$ cat config.mk
export PLATFORM = sky130hd
export DESIGN_NAME = laser_search_sched
export DESIGN_NICKNAME = d
export VERILOG_FILES = /design/src/rtl/laser_search_sched.sv
export SDC_FILE = /design/constraint.sdc
export NUM_CORES = 1
export LEC_CHECK = 0
export ABC_CLOCK_PERIOD_IN_PS = 17400
export CORE_MARGIN = 2
export CORE_UTILIZATION = 56
export DETAILED_ROUTE_END_ITERATION = 10
export PLACE_DENSITY = 0.77
export REMOVE_ABC_BUFFERS = 1
export SLEW_MARGIN = 20
export SYNTH_ARGS = -nofsm -noshare
export SYNTH_HDL_FRONTEND = slang
export SYNTH_SLANG_ARGS = --single-unit
$ cat constraint.sdc
create_clock -name CLK -period 17.4 [get_ports CLK]
set_input_delay 3.48 -clock CLK [delete_from_list [all_inputs] [get_ports CLK]]
set_output_delay 3.48 -clock CLK [all_outputs]
set_load 0.05 [all_outputs]
$ cat src/rtl/laser_search_sched.sv
// laser_search_sched: sequencing controller for the two-circle laser coverage search.
// Runs an alternating grid sweep. Each sweep moves one circle over all 256 grid
// positions while the other circle stays at its best position. Coverage of the
// point buffer is counted with a built-in distance datapath. The best centre
// pair is kept, and DONE pulses when a full pass brings no improvement or when
// MAX_PASS passes have run.
// Optional feature: define LASER_EARLY_EXIT_EN to finish as soon as one pair
// covers every point.

module laser_search_sched #(
    parameter int NPTS     = 40,
    parameter int R2       = 16,
    parameter int MAX_PASS = 8,
    parameter int INIT_C1X = 0,
    parameter int INIT_C1Y = 0,
    parameter int INIT_C2X = 0,
    parameter int INIT_C2Y = 0
) (
    input  logic       CLK,
    input  logic       RST,
    input  logic       start,
    output logic [5:0] pt_addr,
    input  logic [3:0] pt_x,
    input  logic [3:0] pt_y,
    output logic       busy,
    output logic [3:0] C1X,
    output logic [3:0] C1Y,
    output logic [3:0] C2X,
    output logic [3:0] C2Y,
    output logic [5:0] best_cnt,
    output logic       DONE
);

    typedef enum logic [2:0] {
        S_IDLE,
        S_EVAL,
        S_DRAIN,
        S_CMP,
        S_SWAP,
        S_FIN
    } state_t;

    typedef enum logic {
        SWEEP_C1,
        SWEEP_C2
    } sweep_t;

    localparam logic [5:0] LAST_ADDR = 6'(NPTS - 1);
    localparam logic [8:0] R2_LIM    = 9'(R2);
    localparam logic [7:0] LAST_PASS = 8'(MAX_PASS);
    localparam logic [3:0] I_C1X     = 4'(INIT_C1X);
    localparam logic [3:0] I_C1Y     = 4'(INIT_C1Y);
    localparam logic [3:0] I_C2X     = 4'(INIT_C2X);
    localparam logic [3:0] I_C2Y     = 4'(INIT_C2Y);
`ifdef LASER_EARLY_EXIT_EN
    localparam logic [5:0] FULL_CNT  = 6'(NPTS);
`endif

    state_t      state_q, state_d;
    sweep_t      sweep_q, sweep_d;
    logic [7:0]  pass_q, pass_d;
    logic [7:0]  cand_q, cand_d;
    logic [5:0]  pass_start_q, pass_start_d;
    logic [5:0]  cur_cnt_q, cur_cnt_d;
    logic [5:0]  pt_addr_q, pt_addr_d;
    logic [3:0]  c1x_q, c1x_d, c1y_q, c1y_d;
    logic [3:0]  c2x_q, c2x_d, c2y_q, c2y_d;
    logic [5:0]  best_cnt_q, best_cnt_d;
    logic        busy_q, busy_d;
    logic        done_q, done_d;

    logic [3:0]  eval_c1x, eval_c1y, eval_c2x, eval_c2y;
    logic        pt_hit;
    logic        acc_en;
    logic        early_exit;

    // True when point (px,py) lies inside the circle centred at (cx,cy).
    function automatic logic in_circle(input logic [3:0] px, input logic [3:0] py,
                                       input logic [3:0] cx, input logic [3:0] cy);
        logic [3:0] dx;
        logic [3:0] dy;
        logic [7:0] dx2;
        logic [7:0] dy2;
        logic [8:0] d2;
        dx  = (px >= cx) ? (px - cx) : (cx - px);
        dy  = (py >= cy) ? (py - cy) : (cy - py);
        dx2 = {4'd0, dx} * {4'd0, dx};
        dy2 = {4'd0, dy} * {4'd0, dy};
        d2  = {1'b0, dx2} + {1'b0, dy2};
        return (d2 <= R2_LIM);
    endfunction

    // Coverage datapath: the swept circle sits at the candidate and the other at its best.
    always_comb begin
        eval_c1x = c1x_q;
        eval_c1y = c1y_q;
        eval_c2x = c2x_q;
        eval_c2y = c2y_q;
        if (sweep_q == SWEEP_C1) begin
            eval_c1x = cand_q[3:0];
            eval_c1y = cand_q[7:4];
        end else begin
            eval_c2x = cand_q[3:0];
            eval_c2y = cand_q[7:4];
        end
        // A point inside both circles is still one covered point.
        pt_hit = in_circle(pt_x, pt_y, eval_c1x, eval_c1y)
               | in_circle(pt_x, pt_y, eval_c2x, eval_c2y);
        // Read data trails the address by one cycle; the first EVAL cycle has
        // nothing to count yet, and DRAIN collects the last point.
        acc_en = ((state_q == S_EVAL) && (pt_addr_q != 6'd0)) || (state_q == S_DRAIN);
    end

    // Next-state and next-output logic for the search sequencer.
    always_comb begin
        // NOTE: every _d defaults to its _q first, so no path through this block can infer a latch.
        state_d      = state_q;
        sweep_d      = sweep_q;
        pass_d       = pass_q;
        cand_d       = cand_q;
        pass_start_d = pass_start_q;
        cur_cnt_d    = cur_cnt_q;
        pt_addr_d    = pt_addr_q;
        c1x_d        = c1x_q;
        c1y_d        = c1y_q;
        c2x_d        = c2x_q;
        c2y_d        = c2y_q;
        best_cnt_d   = best_cnt_q;
        busy_d       = busy_q;
        done_d       = 1'b0;
        early_exit   = 1'b0;

        if (acc_en && pt_hit) begin
            cur_cnt_d = cur_cnt_q + 6'd1;
        end

        case (state_q)
            // FIN has busy low, so a start arriving there is accepted as well.
            S_IDLE, S_FIN: begin
                state_d = S_IDLE;
                if (start) begin
                    state_d      = S_EVAL;
                    busy_d       = 1'b1;
                    c1x_d        = I_C1X;
                    c1y_d        = I_C1Y;
                    c2x_d        = I_C2X;
                    c2y_d        = I_C2Y;
                    best_cnt_d   = 6'd0;
                    sweep_d      = SWEEP_C1;
                    pass_d       = 8'd0;
                    cand_d       = 8'd0;
                    pass_start_d = 6'd0;
                    cur_cnt_d    = 6'd0;
                    pt_addr_d    = 6'd0;
                end
            end

            S_EVAL: begin
                if (pt_addr_q == LAST_ADDR) begin
                    state_d = S_DRAIN;
                end else begin
                    pt_addr_d = pt_addr_q + 6'd1;
                end
            end

            S_DRAIN: begin
                state_d = S_CMP;
            end

            S_CMP: begin
                // Strictly greater: a tie keeps the pair found earlier.
                if (cur_cnt_q > best_cnt_q) begin
                    best_cnt_d = cur_cnt_q;
                    if (sweep_q == SWEEP_C1) begin
                        c1x_d = cand_q[3:0];
                        c1y_d = cand_q[7:4];
                    end else begin
                        c2x_d = cand_q[3:0];
                        c2y_d = cand_q[7:4];
                    end
                end
`ifdef LASER_EARLY_EXIT_EN
                early_exit = (best_cnt_d == FULL_CNT);
`endif
                if (early_exit) begin
                    state_d = S_FIN;
                    busy_d  = 1'b0;
                    done_d  = 1'b1;
                end else if (cand_q != 8'hFF) begin
                    cand_d    = cand_q + 8'd1;
                    cur_cnt_d = 6'd0;
                    pt_addr_d = 6'd0;
                    state_d   = S_EVAL;
                end else begin
                    state_d = S_SWAP;
                end
            end

            S_SWAP: begin
                if (sweep_q == SWEEP_C1) begin
                    sweep_d   = SWEEP_C2;
                    cand_d    = 8'd0;
                    cur_cnt_d = 6'd0;
                    pt_addr_d = 6'd0;
                    state_d   = S_EVAL;
                end else begin
                    pass_d = pass_q + 8'd1;
                    // Converged (no gain over the whole pass) or out of passes.
                    if ((best_cnt_q == pass_start_q) || ((pass_q + 8'd1) == LAST_PASS)) begin
                        state_d = S_FIN;
                        busy_d  = 1'b0;
                        done_d  = 1'b1;
                    end else begin
                        pass_start_d = best_cnt_q;
                        sweep_d      = SWEEP_C1;
                        cand_d       = 8'd0;
                        cur_cnt_d    = 6'd0;
                        pt_addr_d    = 6'd0;
                        state_d      = S_EVAL;
                    end
                end
            end

            default: begin
                state_d = S_IDLE;
            end
        endcase
    end

    // State and registered outputs; a synchronous reset aborts any search in progress.
    always_ff @(posedge CLK) begin
        // NOTE: this design has no memory array, so every flop takes a reset value.
        if (RST) begin
            state_q      <= S_IDLE;
            sweep_q      <= SWEEP_C1;
            pass_q       <= 8'd0;
            cand_q       <= 8'd0;
            pass_start_q <= 6'd0;
            cur_cnt_q    <= 6'd0;
            pt_addr_q    <= 6'd0;
            c1x_q        <= I_C1X;
            c1y_q        <= I_C1Y;
            c2x_q        <= I_C2X;
            c2y_q        <= I_C2Y;
            best_cnt_q   <= 6'd0;
            busy_q       <= 1'b0;
            done_q       <= 1'b0;
        end else begin
            // NOTE: non-blocking assignments so every flop samples the pre-edge values.
            state_q      <= state_d;
            sweep_q      <= sweep_d;
            pass_q       <= pass_d;
            cand_q       <= cand_d;
            pass_start_q <= pass_start_d;
            cur_cnt_q    <= cur_cnt_d;
            pt_addr_q    <= pt_addr_d;
            c1x_q        <= c1x_d;
            c1y_q        <= c1y_d;
            c2x_q        <= c2x_d;
            c2y_q        <= c2y_d;
            best_cnt_q   <= best_cnt_d;
            busy_q       <= busy_d;
            done_q       <= done_d;
        end
    end

    assign pt_addr  = pt_addr_q;
    assign busy     = busy_q;
    assign C1X      = c1x_q;
    assign C1Y      = c1y_q;
    assign C2X      = c2x_q;
    assign C2Y      = c2y_q;
    assign best_cnt = best_cnt_q;
    assign DONE     = done_q;

endmodule

==> results of run 1 <==
through the flow:
stage,hold WS [ns],power (W)
floorplan,0.440,0.000336
CTS,0.484,0.000522
finish,0.481,0.000521
global route,0.511,0.000568
global placement,0.466,0.000384
detailed placement,0.475,0.000398
kinds of logic (layout without fill, tap and decap cells):
| group | after synthesis | after routing | share of synthesized area |
|---|---|---|---|
| muxes | 33 | 33 | 0.0614 |
| DFF | 62 | 62 | 0.219 |
| buffers and inverters | 104 | 140 | 0.0742 |
| AOI/OAI and AO/OA | 144 | 144 | 0.169 |
| adders and majority gates | 103 | 103 | 0.267 |
| and+or+nand+nor | 192 | 192 | 0.177 |
| xor gates and xnor gates | 21 | 21 | 0.0325 |
where the power goes:
group	switching [W]	internal [W]	leakage (nW)
registers	0.00000166	0.000143	0.501
clock network	0.0000600	0.0000653	0.0968
logic	0.000148	0.000103	2.23
sequential cells by signal, indices dropped and copies added, names as in the netlist:
register,cells
C2X,4
pt_addr,6
pass_q,8
best_cnt,6
cand_q,8
pass_start_q,6
cur_cnt_q,6
C1X,4
C2Y,4
DONE,1
state_q,3
C1Y,4
busy,1
sweep_q,1
cell usage in the layout, fill, tap and decap left out, types with 8 or more instances in the layout:
cell             synthesis  layout
nor4_1                   8       8
ha_1                    73      73
xor2_1                  14      14
nand2_1                 29      29
clkbuf_8                 0       9
inv_1                   82      82
clkdlybuf4s50_1          0      40
a21oi_1                 48      48
a22o_1                  18      18
o21ai_0                 22      22
and3_1                   9       9
nor3_1                  15      15
mux2i_1                 25      25
a21o_1                  16      16
nand3_1                 18      18
nand2b_1                 8       8
fa_1                    30      30
nor2_1                  53      53
or2_2                   11      11
dfxtp_1                 62      62
worst max-delay path, stage by stage:
cell and delay (ns):
clkdlybuf4s50_1 0.63, inv_1 0.20, ha_1 0.36, a21o_1 0.19, a21o_1 0.17, a21oi_1 0.33, mux2i_1 0.27, xnor2_1 0.17
or2_2 0.32, fa_1 0.53, fa_1 0.45, fa_1 0.56, inv_1 0.06, fa_1 0.54, ha_1 0.17, inv_1 0.06
fa_1 0.37, xor2_1 0.14, o221ai_1 0.26, nor3_1 0.40, o21ai_0 0.19, mux2_1 0.33
cell type report:
| type | instances | area, sq um | share of cell area |
|---|---|---|---|
| multi-input cells | 493 | 4010 | 0.634 |
| flip-flops and latches | 62 | 1240 | 0.196 |
| clock inverters | 5 | 50.0 | 0.00792 |
| clock buffers | 11 | 131 | 0.0208 |
| repair buffers | 42 | 415 | 0.0657 |
| inverters | 82 | 308 | 0.0487 |
| well taps | 133 | 166 | 0.0263 |
metal layers:
metal	wire length (um)	share of wire	GRT usage
met3	508	0.038	0.0455
met4	332	0.025	0.0905
met1	5810	0.44	0.303
met2	6560	0.50	0.443
met5	0	0	0
worst max path at each step:
stage	slack, ns	cells past startpoint	startpoint	endpoint
floorplan	8.12	24	pt_x[0]	cur_cnt_q[3]
finish	7.46	22	pt_x[1]	cur_cnt_q[2]
global route	7.14	22	pt_x[1]	cur_cnt_q[2]
CTS	7.49	22	pt_x[1]	cur_cnt_q[2]
global placement	7.38	22	pt_x[1]	cur_cnt_q[2]
detailed placement	7.12	22	pt_x[1]	cur_cnt_q[2]
==> flow_summary.ini, run 1 <==
[sta]
drv_slew = 0
clock_skew_ns = 0.00940
relSlewSlack = 0.232
period_minus_slack_ns = 9.94
setup_violations = 0
fmax_mhz = 101
finalCritPeriodShare = 0.571
setup_ws_ns = 7.46
rsz0062_at_grt = no
setup_tns_ns = 0
tightest_slew_ns = 1.15
hold_viol = 0

[setup_path]
arrival_ns = 10.18
reg2reg_from = sweep_q
cp-end-kind = register
crit_path_start_kind = primary input
rr_endpoint = cur_cnt_q[2]
r2r_slack_ns = 9.71
required_ns = 17.64
worstSetupPathType = primary input to register
ff2ff_path_depth = 24
crit_fanout = 5

[global_routing]
grt_overflow = 0
grt_max_degree = 39
grt_pass1_vias = 4818
antenna_found_initial = 0
grt_pass1_wl_um = 22400
grt_usage = 0.250

[layout]
finalNonFillerCells = 828
postLayoutCellArea_sq_um = 6320
area_growth_pct = 11.5
diodes = 0
layout-drive-gt1-share = 0.0619
fillCellCount = 827
nets = 804
final_util = 0.644

[route]
drc = 0
drtPass1Iterations = 5
vias = 4836
wl_um = 13200
first_iter_violations = 232
ant_nets = 0
wire_per_inst_um = 15.9
viasPerCell = 5.84

[synth]
yosysMostFrequentCell = inv_1
ys_seq_elements = 62
postSynth.asyncResetShare = 0
yosys-top-cells-count = inv_1, ha_1, dfxtp_1
ys.warnings.count = 0
synthTopCellsByArea = dfxtp_1, ha_1, fa_1, inv_1, mux2i_1
synth_area_sq_um = 5670
yosysTopAreaCellShare = 0.219
ys_seq_area_frac = 0.219
synth.distinct_cells = 55
synthCells = 659
synth_edf_count = 0
synth_area_leader_cell = dfxtp_1
synth_ff_type = dfxtp_1
synth_area_per_cell_sq_um = 8.60

[power_and_ir_drop]
p_leak_nw = 2.83
power_density_nw_per_um2 = 82.4
ir_drop_mv = 0.0633

[cts]
clkSinkCount = 62
cts_tree = yes
clkTransAtPathRegs_ns = 0.07
h-tree-depth = 3
max-clock-path-buffers = 2
cts_hold_buf = 0
cts_setup_buffers = 0
cts.root.buffer_cell = clkbuf_8
insertion_delay_ns = 0.35
numCtsBuffers = 9
ctsResizeCount = 0

[min_path]
worstHoldStart = pass_start_q[5]
min_path_type = register to register
hold_path_depth = 2
min_to = pass_start_q[5]

[floorplanning]
dieWidth_um = 105
ios = 41
rows = 36
die_area_sq_um = 10900
coreArea_sq_um = 9820
start_util = 0.577
die-height_um = 105

[placed_design]
placed_cell_area_sq_um = 6140
dp_cells = 812
dp_slack_ns = 7.12
io_buffers = 40
gp_congestion = 0.873
hpwl_um = 10400

[job]
cap_violations = 0

[run_status]
status = completed
Note: power is estimated with default switching activity, not from simulation.
==> run 2, diff against run 1 <==
--- a/config.mk
+++ b/config.mk
@@ -5,11 +5,11 @@
 export SDC_FILE = /design/constraint.sdc
 export NUM_CORES = 1
 export LEC_CHECK = 0
-export ABC_CLOCK_PERIOD_IN_PS = 17400
+export ABC_CLOCK_PERIOD_IN_PS = 8000
 export CORE_MARGIN = 2
-export CORE_UTILIZATION = 56
+export CORE_UTILIZATION = 55
 export DETAILED_ROUTE_END_ITERATION = 10
-export PLACE_DENSITY = 0.77
+export PLACE_DENSITY = 0.78
 export REMOVE_ABC_BUFFERS = 1
 export SLEW_MARGIN = 20
 export SYNTH_ARGS = -nofsm -noshare
==> constraint.sdc (replaced) <==
create_clock -name CLK -period 8 [get_ports CLK]
set_input_delay 1.6 -clock CLK [delete_from_list [all_inputs] [get_ports CLK]]
set_output_delay 1.6 -clock CLK [all_outputs]
set_load 0.05 [all_outputs]
==> flow_summary.ini, run 2 (synthesis results as in run 1) <==
[setup_path]
cp-end-kind = register
worst-path-buf-inv = 5
worstSetupPathType = primary input to register
crit_fanout = 4
required_ns = 8.24
crit_path_start_kind = primary input
rr_endpoint = cur_cnt_q[3]
slowest_delay_ns = 0.55
arrival_ns = 7.97
reg2reg_from = sweep_q
ff2ff_path_depth = 23
critPathSlowestCell = fa_1
r2r_slack_ns = 0.87
cp_cell_sequence = clkdlybuf4s50_1 > buf_4 > fa_1 > a21o_1 > a21o_1 > a21oi_1 > buf_4 > mux2i_1 > xor2_1 > nand2b_1 > fa_1 > fa_1 > fa_1 > inv_1 > fa_1 > ha_1 > inv_1 > fa_1 > xor2_1 > o221ai_2 > nor3_2 > o21ai_0 > mux2_1
critical-path-top-delay-family = adder cells
cpMostUsedCell = fa_1

[layout]
diodes = 0
top_regs = cand_q x8, pass_q x8
multi_input_area_sq_um = 4020
regArea_sq_um = 1240
nets = 825
fillCellCount = 863
area_growth_pct = 14.6
layout-drive-gt1-share = 0.0950
layout_commonest_cell = inv_1
mostFrequentLayoutCells = inv_1, ha_1, dfxtp_1
finalNonFillerCells = 852

[sta]
clock_skew_ns = 0.00806
fmax_mhz = 129
period_minus_slack_ns = 7.72
setup_tns_ns = 0
setup_violations = 0
tightest_slew_ns = 0.906
hold_viol = 0
setup_ws_ns = 0.276
rsz0062_at_grt = no
drv_slew = 0
relSlewSlack = 0.390
finalCritPeriodShare = 0.965

[floorplanning]
start_util = 0.557
die_area_sq_um = 11100
ios = 41
die-height_um = 106
coreArea_sq_um = 10200
dieWidth_um = 106
rows = 37

[power_and_ir_drop]
switching_share = 0.421
seq_power_share = 0.272
clockPowerShare = 0.231
p_leak_nw = 2.92
power_switching_w = 0.000489
p_comb_frac = 0.497
power_density_nw_per_um2 = 179
power.total_w = 0.00116
cell_internal_pwr_w = 0.000672
ir_drop_mv = 0.0955

[job]
cap_violations = 0

[route]
wire_per_inst_um = 16.0
drtPass1Iterations = 5
drc = 0
first_iter_violations = 288
wl_um = 13600
viasPerCell = 5.78
vias = 4923
ant_nets = 0

[placed_design]
dp_slack_ns = -0.227
hpwl_um = 10700
io_buffers = 40
dp_cells = 836
gp_congestion = 0.883

[cts]
cts_setup_buffers = 0
cts_tree = yes
max-clock-path-buffers = 2
clkSinkCount = 62
numCtsBuffers = 9
h-tree-depth = 3
insertion_delay_ns = 0.35
cts.root.buffer_cell = clkbuf_8
clkTransAtPathRegs_ns = 0.08

[run_status]
status = completed

[global_routing]
grt_pass1_wl_um = 22900
grt_pass1_vias = 4968
grt_overflow = 0
grt_max_degree = 39
grt_usage = 0.252
antenna_found_initial = 0

[min_path]
min_to = pass_start_q[1]
hold_path_depth = 2
min_path_type = register to register
worstHoldStart = pass_start_q[1]
[run 2: cell types whose count changed in the layout (fill, tap and decap cells not counted), sizes merged]
cell      before  now
buf            2   23
bufinv         1    0
clkbuf        11    9
clkinv         4    2
clkinvlp       0    2
inv           82   85
[run 2: worst max-delay path by stage]
stage / startpoint / end / slack (ns) / depth (start not counted)
floorplan: pt_x[0] / cur_cnt_q[3] / 0.60 / 24
global placement: pt_x[0] / cur_cnt_q[3] / 0.08 / 25
detailed placement: pt_x[1] / cur_cnt_q[2] / -0.23 / 23
CTS: pt_x[1] / cur_cnt_q[2] / 0.16 / 23
global route: pt_x[0] / cur_cnt_q[2] / 0.003 / 25
finish: pt_x[1] / cur_cnt_q[2] / 0.28 / 23
[run 2: layer usage]
metal  GRT usage  routed length, um  up-vias
li1            -                  -     2405
met1       0.300               5770     2344
met2       0.456               6900      146
met3      0.0476                656       28
met4      0.0789                312        0
met5           0                  0        -
[run 2: layout make-up]
type                       count  area share
clock buffer                   9      0.0191
sequential                    62       0.191
multi-input combinational    493       0.619
tap                          136      0.0262
inverter                      82      0.0474
timing repair buffer          63      0.0882
clock inverter                 7     0.00886
[run 2: power groups by stage]
stage                     Combinational (W)  Clock, W  Sequential (W)
after floorplan                    0.000401         0        0.000330
after global placement             0.000513         0        0.000322
after detailed placement           0.000561         0        0.000323
after CTS                          0.000564  0.000272        0.000315
after global routing               0.000661  0.000281        0.000316
final                              0.000577  0.000268        0.000315
[run 2: what timing repair did]
item / CTS / global route
setup endpoints to repair: 0 / 4
hold buffers: 0 / 0
gates resized for setup: 0 / 3
[run 2: worst reg2reg max path, delay by kind of cell, from the launching register on]
kind                     cells  cell delay (ns)
multiplexers                 3             0.95
adder cells (fa/ha/maj)      7             2.97
AO/OA/AOI/OAI                4             0.71
AND/OR/NAND/NOR              3             0.82
XOR/XNOR                     2             0.32
flip-flops                   1             0.64
buffers and inverters        4             0.61
[run 2: stage by stage]
stage | area (sq um) | hold slack [ns] | util
2_1_floorplan | 5560 | 0.440 | -
3_3_place_gp | 6300 | 0.466 | 0.618
3_5_place_dp | 6300 | 0.473 | 0.618
4_1_cts | 6480 | 0.486 | 0.636
5_1_grt | 6490 | 0.511 | 0.638
6_report | 6490 | 0.484 | 0.638
==> patch 1 (config.mk and constraints of run 2) <==
Take the reset off `pt_addr_q` and load it in a clocked block of its own.
--- a/src/rtl/laser_search_sched.sv
+++ b/src/rtl/laser_search_sched.sv
@@ -237,7 +237,6 @@
             cand_q       <= 8'd0;
             pass_start_q <= 6'd0;
             cur_cnt_q    <= 6'd0;
-            pt_addr_q    <= 6'd0;
             c1x_q        <= I_C1X;
             c1y_q        <= I_C1Y;
             c2x_q        <= I_C2X;
@@ -253,7 +252,6 @@
             cand_q       <= cand_d;
             pass_start_q <= pass_start_d;
             cur_cnt_q    <= cur_cnt_d;
-            pt_addr_q    <= pt_addr_d;
             c1x_q        <= c1x_d;
             c1y_q        <= c1y_d;
             c2x_q        <= c2x_d;
@@ -264,6 +262,10 @@
         end
     end
 
+    always_ff @(posedge CLK) begin
+        pt_addr_q <= pt_addr_d;
+    end
+
     assign pt_addr  = pt_addr_q;
     assign busy     = busy_q;
     assign C1X      = c1x_q;
Behaviour: differs if RST is asserted again (counterexample within 4 cycles, from zero or initial values and one cycle with RST high); with RST held inactive, the same outputs for 10 cycles.
==> patch 1 against run 2 <==
- sequential cell count unchanged
- critical path type unchanged
- via count decreased by 3.5%
- cell area fell by 0.50%
- routed wire length down 7.4%
- area after synthesis fell by 1.8%
- cell count fell by 2.8%
- setup slack improved by 2.3 ps
Power is not compared: it rests on default switching activity, and its combinational part moved more than twofold at a synthesized area within 25%.
==> patch 1: results (changes against run 2) <==
metric;value;unit;change
vias per std cell;5.74;;-0.72%
commonest cells in the netlist;77 x inv_1, 73 x ha_1, 62 x nor2_1;;
fin nets;804;;-2.5%
Hold WS;485;ps;+1.34 ps
clock-pin slew on the worst setup and hold paths;60;ps;-20 ps
vias in the first global route;4674;;-5.9%
fillers;854;;-1.0%
routed wire length;12.6;mm;-7.4%
status;finished clean;;
total track usage;0.240;;-0.0117
worst hold path cell count;2;;unchanged
Mean Syn Cell Area;8.81;um^2;+2.4%
end of the worst hold path;pass_start_q[3]$_SDFFE_PP0P_;;
r2r worst-path depth;22;;-4.3%
max_slew headroom;0.387;;-0.00361
RePlAce Congestion;0.903;;+2.3%
DRT iter0 DRCs;263;;-8.7%
Worst Setup EP;cur_cnt_q[3]$_SDFF_PP0_;;
TritonRoute pass-1 iters;4;;-1
pre-CTS setup slack;-230;ps;-2.36 ps
fraction of layout cells with a size suffix above 1;0.0863;;-0.00864
final clock skew;8.21;ps;+0.154 ps
Layout Cells excl Fill;828;;-2.8%
dpl cell area;6270;um^2;-0.52%
crit path max fanout;12;;+8
Setup crit start;pt_x[0];;
first-pass GRT wire length;21.7;mm;-5.4%
sequential element share of the synthesized area;0.234;;+0.0148
placed insts;812;;-2.9%
Unique masters post-synth;60;;+9.1%
Post-synth EDFFs;6;;+6
Critical Path AT;7990;ps;+20 ps
worst hold start;pass_start_q[3]$_SDFFE_PP0P_;;
largest net degree at the start of global routing;29;;-26%
internal reg-to-reg setup slack;810;ps;-60 ps
patch 1: worst min-delay path, stage by stage (launching register included):
cell     delay, ps
dfxtp_1        320
nand4_1         60
o31ai_1         50
patch 1: layout make-up:
class	count	area, um^2	area share
Inverter	78	293	0.0453
Clock buffer	12	165	0.0256
Multi-Input combinational cell	469	3890	0.602
Timing Repair Buffer	70	628	0.0972
Clock inverter	4	20.0	0.00310
Sequential cell	62	1300	0.201
Tap cell	133	166	0.0258
patch 1: logic make-up (layout without fill, tap and decap cells):
kind of cell    Yosys count  after routing  synth area share
simple gates            169            169             0.153
buf+inv                 101            164            0.0701
xor+xnor                 23             23            0.0362
mux                      29             29            0.0526
flops                    62             62             0.234
fa+ha+maj               103            103             0.272
compound gates          145            145             0.182
patch 1: layer usage:
layer | GRT usage | wire length (um) | vias to the layer above
met4 | 0.0667 | 167 | 0
li1 | - | - | 2324
met2 | 0.393 | 5970 | 102
met3 | 0.0474 | 534 | 20
met1 | 0.325 | 5960 | 2304
met5 | 0 | 0 | -
==> patch 2 (config.mk and constraints of run 2) <==
Made on the original files. The option `LASER_EARLY_EXIT_EN` is turned on by a define.
--- a/src/rtl/laser_search_sched.sv
+++ b/src/rtl/laser_search_sched.sv
@@ -6,6 +6,8 @@
 // MAX_PASS passes have run.
 // Optional feature: define LASER_EARLY_EXIT_EN to finish as soon as one pair
 // covers every point.
+
+`define LASER_EARLY_EXIT_EN
 
 module laser_search_sched #(
     parameter int NPTS     = 40,
Behaviour: same outputs for any inputs over 10 cycles, from zero or initial values and one cycle with RST high; that may be too few to reach the edited logic, so the function may still have changed.
==> patch 2 against run 2 <==
- sequential power is 2% higher
- routed wire length is 1.3% lower
- first-iteration DRC count is 9.0% lower
- cell area is 1.6% higher
- cell count is 1.6% lower
- clock skew is 11 ps higher
- non-clock buffer count is 12 higher
- setup slack worse by 64 ps
- sequential cell count stayed put
- clock power is 1% higher
- power is 0.64% higher
- area after synthesis is 0.99% lower
- global-route usage is 0.11 points higher
==> patch 2: results (changes against run 2) <==
metric;value;unit;change
commonest cells in the netlist;86 x inv_1, 73 x ha_1, 62 x dfxtp_1;;
vias in the first global route;4869;;-2.0%
Ant. Diodes;0;;unchanged
final clock skew;19.3;ps;+11.3 ps
sequential element share of the synthesized area;0.221;;+0.00220
end of the worst hold path;C2X[3]$_SDFFE_PP0P_;;
max incr delay on CP;590;ps;+40 ps
dpl cell area;6370;um^2;+1.1%
Slowest-stage cell, CP;fa_1;;
Hold WS;488;ps;+4.25 ps
met3 routed WL;679;um;+3.5%
fin nets;814;;-1.3%
drt wl/cell;16.1;um;+0.32%
DRT iter0 DRCs;262;;-9.0%
worst hold start;C2X[3]$_SDFFE_PP0P_;;
met1 WL;6.23;mm;+8.0%
largest cells by area after synthesis;dfxtp_1 22%, ha_1 16%, fa_1 11%, inv_1 5.8%, mux2i_1 5.0%;;
Critical Path AT;8050;ps;+80 ps
placed insts;821;;-1.8%
worst hold path cell count;1;;-1
clock period minus final worst setup slack;7790;ps;+64.2 ps
Setup crit start;pt_x[0];;
max_slew headroom;0.369;;-0.0208
r2r worst-path depth;24;;+4.3%
met2 wire len;6.44;mm;-6.7%
worst reg2reg path endpoint;cur_cnt_q[5]$_SDFF_PP0_;;
routed wire length;13.5;mm;-1.3%
largest net degree at the start of global routing;28;;-28%
crit path max fanout;6;;+2
VDD IR max;88.6;uV;-7.2%
first-pass GRT wire length;23.0;mm;+0.33%
TritonRoute pass-1 iters;7;;+2
status;finished clean;;
P_leak;2.94;nW;+0.65%
Post-DP HPWL;10.6;mm;-0.80%
fraction of layout cells with a size suffix above 1;0.119;;+0.0242
total track usage;0.253;;+0.00110
pre-CTS setup slack;-328;ps;-101 ps
Worst Setup EP;cur_cnt_q[5]$_SDFF_PP0_;;
vias per std cell;5.79;;+0.25%
min-delay worst type;register to register;;
synthesized netlist cell count;629;;-4.6%
RePlAce Congestion;0.911;;+3.1%
internal reg-to-reg setup slack;1050;ps;+180 ps
patch 2: what timing repair did:
action                                  CTS  global route
gates resized for setup                   1             8
pin swaps                                 0             5
setup buffers                             0             1
endpoints found under the setup margin    1             6
patch 2: kinds of logic after synthesis:
group,after synthesis,share of synthesized area
buffers and inverters,102,0.0711
xor gates and xnor gates,18,0.0281
muxes,30,0.0540
and+or+nand+nor,153,0.144
DFF,62,0.221
AOI/OAI and AO/OA,161,0.212
adders and majority gates,103,0.270
patch 2: cell type report:
cell class | count | area (um^2)
inverters | 87 | 332
clock buffers | 10 | 128
repair buffers | 75 | 663
multi-input cells | 465 | 4010
flip-flops and latches | 62 | 1240
clock inverters | 6 | 62.6
fillers | 835 | 3220
well taps | 133 | 166
patch 2: metal layers:
layer / track usage / up-vias
met5: 0 / -
met2: 0.424 / 124
li1: - / 2385
met4: 0.0629 / 0
met1: 0.335 / 2332
met3: 0.0499 / 13
patch 2: power breakdown:
part,switching [mW],internal [mW]
registers,0.00875,0.313
clock network,0.129,0.143
logic,0.322,0.253
